==> config.mk <==
export PLATFORM = sky130hd
export DESIGN_NAME = hex_scan_driver_flat
export DESIGN_NICKNAME = d
export VERILOG_FILES = /design/src/rtl/hex_scan_driver_if.sv /design/src/rtl/hex_scan_driver.sv /design/src/flat_wrapper.sv
export SDC_FILE = /design/constraint.sdc
export NUM_CORES = 1
export LEC_CHECK = 0
export CAP_MARGIN = 20
export CORE_ASPECT_RATIO = 1.1
export CORE_MARGIN = 5
export CORE_UTILIZATION = 46
export CTS_CLUSTER_DIAMETER = 150
export CTS_CLUSTER_SIZE = 20
export DETAILED_ROUTE_END_ITERATION = 8
export HOLD_SLACK_MARGIN = 0.1
export PLACE_DENSITY = 0.68
export SLEW_MARGIN = 20
export SYNTH_ARGS = -nofsm -noshare
export SYNTH_HDL_FRONTEND = slang
export SYNTH_SLANG_ARGS = --single-unit
==> constraint.sdc <==
create_clock -name clk -period 6.7 [get_ports clk]
set_clock_uncertainty 0.15 [all_clocks]
set_input_delay 2.01 -clock clk [delete_from_list [all_inputs] [get_ports clk]]
set_output_delay 2.01 -clock clk [all_outputs]
set_load 0.05 [all_outputs]
==> src/rtl/hex_scan_driver_if.sv <==
// Bus between the value producer and the hex scan driver: load strobe, value and
// decimal points in, multiplexed digit outputs and status back.
interface hex_scan_driver_if;
  logic        load_i;
  logic [15:0] value_i;
  logic [3:0]  dp_i;
  logic [3:0]  nib_o;
  logic [3:0]  an_o;
  logic        dp_o;
  logic        pending_o;
  logic        frame_o;

  modport master (
    output load_i, value_i, dp_i,
    input  nib_o, an_o, dp_o, pending_o, frame_o
  );

  modport slave (
    input  load_i, value_i, dp_i,
    output nib_o, an_o, dp_o, pending_o, frame_o
  );
endinterface

==> src/rtl/hex_scan_driver.sv <==
// Four-digit hex scan driver: double-buffered value, one digit slot per tick,
// optional leading-zero blanking, commit only at frame boundaries.
module hex_scan_driver #(
  parameter int unsigned TICK_DIV = 100000,
  parameter bit          BLANK_LZ = 1'b1
) (
  input logic              clk,
  input logic              rst,
  hex_scan_driver_if.slave bus
);

  localparam int unsigned PsW = (TICK_DIV > 1) ? $clog2(TICK_DIV) : 1;
  localparam logic [PsW-1:0] PsMax = PsW'(TICK_DIV - 1);

  logic [PsW-1:0] r_presc;
  logic [1:0]     r_idx;
  logic [15:0]    r_active;
  logic [15:0]    r_shadow;
  logic [3:0]     r_active_dp;
  logic [3:0]     r_shadow_dp;
  logic           r_pending;
  logic           r_frame;

  logic           w_tick;
  logic           w_boundary;
  logic [3:0]     w_blank;

  assign w_tick     = (r_presc == PsMax);
  assign w_boundary = w_tick && (r_idx == 2'd3);

  always_ff @(posedge clk or posedge rst) begin
    if (rst) begin
      r_presc     <= '0;
      r_idx       <= '0;
      r_active    <= '0;
      r_shadow    <= '0;
      r_active_dp <= '0;
      r_shadow_dp <= '0;
      r_pending   <= 1'b0;
      r_frame     <= 1'b0;
    end else begin
      r_presc <= w_tick ? '0 : r_presc + PsW'(1);
      if (w_tick) begin
        r_idx <= r_idx + 2'd1;
      end
      r_frame <= w_boundary;
      if (bus.load_i) begin
        r_shadow    <= bus.value_i;
        r_shadow_dp <= bus.dp_i;
      end
      if (w_boundary) begin
        // A load landing on the boundary itself bypasses the shadow.
        r_pending <= 1'b0;
        if (bus.load_i) begin
          r_active    <= bus.value_i;
          r_active_dp <= bus.dp_i;
        end else if (r_pending) begin
          r_active    <= r_shadow;
          r_active_dp <= r_shadow_dp;
        end
      end else if (bus.load_i) begin
        r_pending <= 1'b1;
      end
    end
  end

  // A digit stays lit if it or any more-significant digit/DP is non-zero.
  always_comb begin
    w_blank = '0;
    if (BLANK_LZ) begin
      w_blank[3] = (r_active[15:12] == 4'd0) && !r_active_dp[3];
      w_blank[2] = w_blank[3] && (r_active[11:8] == 4'd0) && !r_active_dp[2];
      w_blank[1] = w_blank[2] && (r_active[7:4] == 4'd0) && !r_active_dp[1];
    end
  end

  always_comb begin
    bus.nib_o     = r_active[{r_idx, 2'b00} +: 4];
    bus.an_o      = w_blank[r_idx] ? 4'b0000 : (4'b0001 << r_idx);
    bus.dp_o      = r_active_dp[r_idx] && !w_blank[r_idx];
    bus.pending_o = r_pending;
    bus.frame_o   = r_frame;
  end

endmodule

==> src/flat_wrapper.sv <==
// flat-port wrapper written by rule: the top's interface ports become plain ports
module hex_scan_driver_flat 
#(
  parameter int unsigned TICK_DIV = 100000,
  parameter bit          BLANK_LZ = 1'b1
)
  (clk, rst, bus_load_i, bus_value_i, bus_dp_i, bus_nib_o, bus_an_o, bus_dp_o, bus_pending_o, bus_frame_o);
  hex_scan_driver_if bus_i ();
  input logic clk;
  input logic rst;
  input wire logic [$bits(bus_i.load_i)-1:0] bus_load_i;
  input wire logic [$bits(bus_i.value_i)-1:0] bus_value_i;
  input wire logic [$bits(bus_i.dp_i)-1:0] bus_dp_i;
  output wire logic [$bits(bus_i.nib_o)-1:0] bus_nib_o;
  output wire logic [$bits(bus_i.an_o)-1:0] bus_an_o;
  output wire logic [$bits(bus_i.dp_o)-1:0] bus_dp_o;
  output wire logic [$bits(bus_i.pending_o)-1:0] bus_pending_o;
  output wire logic [$bits(bus_i.frame_o)-1:0] bus_frame_o;
  assign bus_i.load_i = bus_load_i;
  assign bus_i.value_i = bus_value_i;
  assign bus_i.dp_i = bus_dp_i;
  assign bus_nib_o = bus_i.nib_o;
  assign bus_an_o = bus_i.an_o;
  assign bus_dp_o = bus_i.dp_o;
  assign bus_pending_o = bus_i.pending_o;
  assign bus_frame_o = bus_i.frame_o;
  hex_scan_driver #(.TICK_DIV(TICK_DIV), .BLANK_LZ(BLANK_LZ)) u_core (.clk(clk), .rst(rst), .bus(bus_i));
endmodule
==> results of run 1 <==
[how the worst max path moves through the flow]
| stage | endpoint | cells after the start |
|---|---|---|
| global placement | u_core.r_active[10]$_DFFE_PP0P_ | 4 |
| detailed placement | u_core.r_active[2]$_DFFE_PP0P_ | 4 |
| CTS | bus_an_o[2] | 5 |
| global route | bus_an_o[1] | 5 |
| finish | bus_an_o[2] | 5 |
| floorplan | bus_an_o[1] | 5 |
[logic make-up (layout without fill, tap and decap cells)]
family                   Yosys count  in the layout
multiplexers                      46             46
flip-flops                        61             61
AO/OA/AOI/OAI                      3              3
adder cells (fa/ha/maj)            5              5
buffers and inverters             12             56
XOR/XNOR                          15             15
AND/OR/NAND/NOR                   56             56
[worst reg2reg max path: cells and delay by family, from the launching register on]
| family | cells | cell delay [ns] |
|---|---|---|
| muxes | 1 | 0.36 |
| and+or+nand+nor | 3 | 1.67 |
| DFF | 1 | 0.41 |
[where the power goes]
part           total, uW  leakage [uW]  switching (uW)  internal (uW)
sequential           392      0.000777            6.83            385
clock                317     0.0000964             136            181
combinational       57.2      0.000621            24.4           32.8
[registers in the layout, indices dropped and copies added (netlist names)]
| register | count |
|---|---|
| u_core.bus.frame_o | 1 |
| u_core.r_presc | 17 |
| u_core.r_active | 16 |
| u_core.r_active_dp | 4 |
| u_core.r_shadow_dp | 4 |
| u_core.r_shadow | 16 |
| u_core.bus.pending_o | 1 |
| u_core.r_idx | 2 |
[placed cells by master (no fill, tap or decap), drive strengths merged, types with 6 or more instances in the layout]
master | synthesis | final
clkbuf | 4 | 12
clkdlybuf4s50 | 0 | 33
dfrtp | 61 | 61
inv | 6 | 6
mux2 | 41 | 41
nand2 | 6 | 6
nor2 | 16 | 16
xnor2 | 10 | 10
[layout make-up]
class,instances,area (sq um),share of cell area (%)
repair buffers,34,338,10.1
well taps,77,96.3,2.87
inverters,6,22.5,0.671
flip-flops and latches,61,1530,45.5
clock buffers,12,145,4.33
multi-input cells,125,1180,35.2
clock inverters,4,47.5,1.42
[per-stage QoR]
| step | worst slack, ns | cell area (sq um) | utilization (%) | std cells | hold slack (ns) |
|---|---|---|---|---|---|
| after floorplan | 2.79 | 2770 | - | 198 | 0.305 |
| after global placement | 2.21 | 3160 | 54.5 | 303 | 0.326 |
| after detailed placement | 2.16 | 3160 | 54.5 | 303 | 0.331 |
| after CTS | 1.86 | 3360 | 57.8 | 319 | 0.340 |
| after global routing | 1.61 | 3360 | 57.8 | 319 | 0.366 |
| final | 1.93 | 3360 | 57.8 | 319 | 0.337 |
[routing by layer]
metal  vias up  wire, um  share of wire [%]  global-route usage, %
met4         0        80                1.6                   6.03
li1        782         -                  -                      -
met2        33      2130                 44                   20.5
met5         -         0                  0                      0
met1       817      2410                 50                   19.8
met3         8       245                5.0                   5.52
==> results.md, run 1 <==
- Outcome: finished, final reports clean
- Kind of end point of the critical path: output pin
- Placer Congestion: 0.753
- Worst Setup SP: u_core.r_idx[0]$_DFFE_PP0N_
- CTS sink cnt: 61
- Site Rows: 29
- Worst Hold Class: reg2reg
- Main synth FF type: dfrtp_1
- CP Max Fanout: 11
- Synth Area in XOR/XNOR: 4.75%
- Final period util: 71.2%
- Count of pins over their slew limit: 0
- Hold Buf Count CTS: 0
- Worst Path Arrival: 2.61 ns
- Synth warn: 0
- CP required: 4.54 ns
- Setup bufs post-CTS: 0
- DR WL/cell: 15.2 um
- Detailed-route via count: 1640
- Crit path max-delay family: buffers and inverters
- Layout cell share with drive strength beyond 1: 27.3%
- Tot Pwr: 765 uW
- Critical path type: reg2out
- Largest family of logic cells by synthesized area: multiplexers
- Die Width: 83.9 um
- Die H: 91.3 um
- Overflow after GRT: 0
- Hpwl dp: 3370 um
- Initial core utilization: 47.7%
- Tmin final: 4.77 ns
- Power Density: 228 nW/um^2
- Cells after Synth: 198
- Maximum vdd ir drop: 128 uV
- Vias in the first global route: 1770
- Number of synthesized flops with an enable pin: 0
- Via density per instance: 5.14
- Top cells by area, synth: dfrtp_1 (55%), mux2_4 (11%), mux2_2 (8.5%)
- Synth Area in Compound Gates: 0.678%
- Skew-Pair Late Insertion Delay: 0.33 ns
- Die ar.: 7670 sq um
- Relative slew slack: 32.5%
- CTS H-tree depth: 3
- Register area share after synthesis: 55.2%
- Setup TNS: 0 ns
- Area growth, synth to finish: 21.3%
- Post-synthesis mux area share: 23.5%
- Routed WL: 4860 um
- Synth cell types: 32
- Clock root cell: clkbuf_8
- Slowest cell on the critical path: clkdlybuf4s50_1
- R2R Path End: u_core.r_active[11]$_DFFE_PP0P_
- Hold Violations, Final: 0
- Detail Route Antenna Nets: 0
- Top-area cell type share of the netlist area: 55.2%
- Largest net degree at the start of global routing: 62
- Synth area leader: dfrtp_1
- CP Cell Sequence: nor4b_1 > nand4_1 > a211oi_1 > nor2b_1 > clkdlybuf4s50_1
- Num CTS Buffers: 9
- Synth cell count leaders: dfrtp_1 (61), mux2_2 (21), mux2_4 (20)
- # diodes: 0
- GRT Total Usage: 14.4%
- Top-count cell post-synth: dfrtp_1
- I/O pin total: 34
- I/O Buffers: 33
- R2R cell count: 4
- NumNets Final: 265
- Clock Tree Buf Depth: 2
- Post-cts sizing count: 0
- Total core area: 5810 sq um
- Min-delay src: u_core.r_presc[0]$_DFF_PP0_
- Startpoint types: register
- DRC viols: 0
- TritonCTS clock tree: yes
- Synth Register Bits: 61
- Fraction of the mapped netlist area in simple logic gates: 11.5%
- First-pass GRT wire length: 8670 um
- Initial antenna violation count: 0
- Hold Crit Endpoint: u_core.r_presc[0]$_DFF_PP0_
- Async SR Flop Fraction: 100%
- Least-Margin Pin Slew: 1.00 ns
- Slowest stage delay, CP: 0.72 ns
- Worst path bufs/invs: 1
- RSZ-0062 raised after global routing: false
- Crit Reg-Reg Startpoint: u_core.r_presc[12]$_DFF_PP0_
- CTS clk-pin slew, worst paths: 0.06 ns
- Setup violators final: 0
- 1st-iter DRT viols: 69
- Syn Nets: 226
- Pre-antenna DRT Iters: 4
- WHS Path Cells: 1
- Post-Synth Adder-Cell Area: 2.26%
- F_max: 210 MHz
- Filler Cell Count: 471
- Synth Cell Area: 2770 sq um
- Max-Cap Viols: 0
- Syn avg cell area: 14.0 sq um
- Reg-to-reg slack, setup: 4.00 ns
- Leak: 0.00149 uW
No activity file was read; power rests on OpenSTA's default activity.
==> run 2: changes to the inputs <==
- PLACE_DENSITY: 0.68 -> 0.71
- clock period: 6.7 -> 3.82 ns (I/O delays scaled with it)
==> results.md, run 2 (synthesis results as in run 1) <==
- Via density per instance: 5.15 (+0.23%)
- Least-Margin Pin Slew: 1.05 ns (+0.0467 ns)
- Tmin final: 3.61 ns
- Worst Path Arrival: 2.31 ns (-0.30 ns)
- Count of pins over their slew limit: 0 (unchanged)
- Clock power share: 37.5% (-3.9 points)
- CP Max Fanout: 3 (-8)
- Overflow after GRT: 0 (unchanged)
- DRC viols: 0 (unchanged)
- Die Width: 83.9 um (unchanged)
- F_max: 277 MHz
- DR WL/cell: 15.0 um (-1.6%)
- Total core area: 5810 sq um (unchanged)
- Hold Violations, Final: 0 (unchanged)
- I/O Buffers: 33 (unchanged)
- Commonest non-fill, non-tap cell in the layout: dfrtp_1
- Clock Tree Buf Depth: 2 (unchanged)
- NetSw: 280 uW (+68%)
- # diodes: 0 (unchanged)
- Final period util: 94.5%
- Detail Route Antenna Nets: 0 (unchanged)
- Relative slew slack: 29.4% (-3.1 points)
- Initial antenna violation count: 0 (unchanged)
- I/O pin total: 34 (unchanged)
- RSZ-0062 raised after global routing: false
- Die H: 91.3 um (unchanged)
- Clock root cell: clkbuf_8
- Setup violators final: 0 (unchanged)
- Skew-Pair Late Insertion Delay: 0.33 ns (about the same)
- GRT Total Usage: 13.9% (-0.48 points)
- Area growth, synth to finish: 21.0%
- Max-Cap Viols: 0 (unchanged)
- Site Rows: 29 (unchanged)
- Hold Buf Count CTS: 0 (unchanged)
- Largest register FFs: 17 (unchanged)
- CTS sink cnt: 61 (unchanged)
- TritonCTS clock tree: yes
- Placer Congestion: 0.746 (-0.92%)
- Initial core utilization: 47.7% (unchanged)
- Largest net degree at the start of global routing: 26 (-58%)
- Setup bufs post-CTS: 0 (unchanged)
- Setup TNS: 0 ns (unchanged)
- Detailed-route via count: 1654 (+0.85%)
- Critical path type: reg2out
- Maximum vdd ir drop: 171 uV (+34%)
- Sequential Power Share: 54.4% (+3.2 points)
- Post-cts sizing count: 2 (+2)
- Largest regs: u_core.r_presc: 17 flops, u_core.r_active: 16 flops, u_core.r_shadow: 16 flops
- Routed WL: 4820 um (-0.95%)
- Power Density: 377 nW/um^2 (+65%)
- Switch share: 22.2% (+0.40 points)
- 1st-iter DRT viols: 69 (unchanged)
- Kind of end point of the critical path: output pin
- Vias in the first global route: 1683 (-4.9%)
- CTS H-tree depth: 3 (unchanged)
- Hpwl dp: 3390 um (+0.53%)
- Die ar.: 7670 sq um (unchanged)
- Num CTS Buffers: 9 (unchanged)
- P_int: 981 uW (+64%)
- Combinational power share: 8.1% (+0.6 points)
- Leak: 0.00151 uW (+0.87%)
- Pre-antenna DRT Iters: 4 (unchanged)
- Startpoint types: register
- Outcome: finished, final reports clean
- CTS clk-pin slew, worst paths: 0.06 ns (about the same)
- WHS: 0.342 ns (+0.00477 ns)
- Worst Hold Class: reg2reg
- Layout cell share with drive strength beyond 1: 27.9% (+0.60 points)
- First-pass GRT wire length: 8180 um (-5.7%)
- Most frequent cells in the layout: dfrtp_1 (61), clkdlybuf4s50_1 (31), mux2_2 (21)
- CP required: 2.52 ns (-2.02 ns)
- NumNets Final: 268 (+1.1%)
- Register bank with the most flops: u_core.r_presc
run 2: final cells by class:
| type | count | area [sq um] |
|---|---|---|
| Fill cell | 488 | 2460 |
| Sequential cell | 61 | 1530 |
| Multi-Input combinational cell | 125 | 1180 |
| Timing Repair Buffer | 37 | 358 |
| Clock buffer | 13 | 149 |
| Tap cell | 77 | 96.3 |
| Inverter | 6 | 22.5 |
| Clock inverter | 2 | 10.0 |
run 2: critical path: stages (launching register included):
cell and delay, ns:
dfrtp_1 0.39, or4_1 0.55, a211oi_2 0.27, nor2_1 0.07, clkdlybuf4s50_1 0.71
run 2: final timing paths:
check / slack, ns / start / endpoint / cells past startpoint
max: 0.21 / u_core.r_active[12]$_DFFE_PP0P_ / bus_an_o[3] / 4
min: 0.34 / u_core.r_presc[0]$_DFF_PP0_ / u_core.r_presc[0]$_DFF_PP0_ / 1
max reg2reg: 1.10 / u_core.r_presc[0]$_DFF_PP0_ / u_core.r_active[13]$_DFFE_PP0P_ / 5
min reg2reg: 0.34 / u_core.r_presc[0]$_DFF_PP0_ / u_core.r_presc[0]$_DFF_PP0_ / 1
max in group asynchronous: 1.92 / rst / u_core.r_shadow_dp[0]$_DFFE_PP0P_ / 3
min in group asynchronous: 0.95 / rst / u_core.r_shadow[9]$_DFFE_PP0P_ / 2
run 2: per-stage QoR:
step           cell area (sq um)  cells  utilization [%]  worst slack, ns  power [uW]
2_1_floorplan               2770    198                -            0.778         758
3_3_place_gp                3190    306             54.9            0.429         800
3_5_place_dp                3190    306             54.9            0.377         802
4_1_cts                     3340    321             57.6          0.00577        1280
5_1_grt                     3350    321             57.7           0.0914        1320
6_report                    3350    321             57.7            0.209        1260
run 2: power by group through the flow:
stage               Clock (uW)  Combinational, uW  Sequential (uW)
finish                     474                102              686
global route               514                113              689
CTS                        488                105              686
detailed placement           0                104              698
global placement             0                103              697
floorplan                    0               64.0              694
run 2: per-layer routing:
layer / track usage, % / wire length (um) / vias up
met5: 0 / 0 / -
met3: 5.79 / 292 / 9
li1: - / - / 787
met4: 8.04 / 131 / 0
met1: 18.7 / 2370 / 817
met2: 18.8 / 2020 / 41
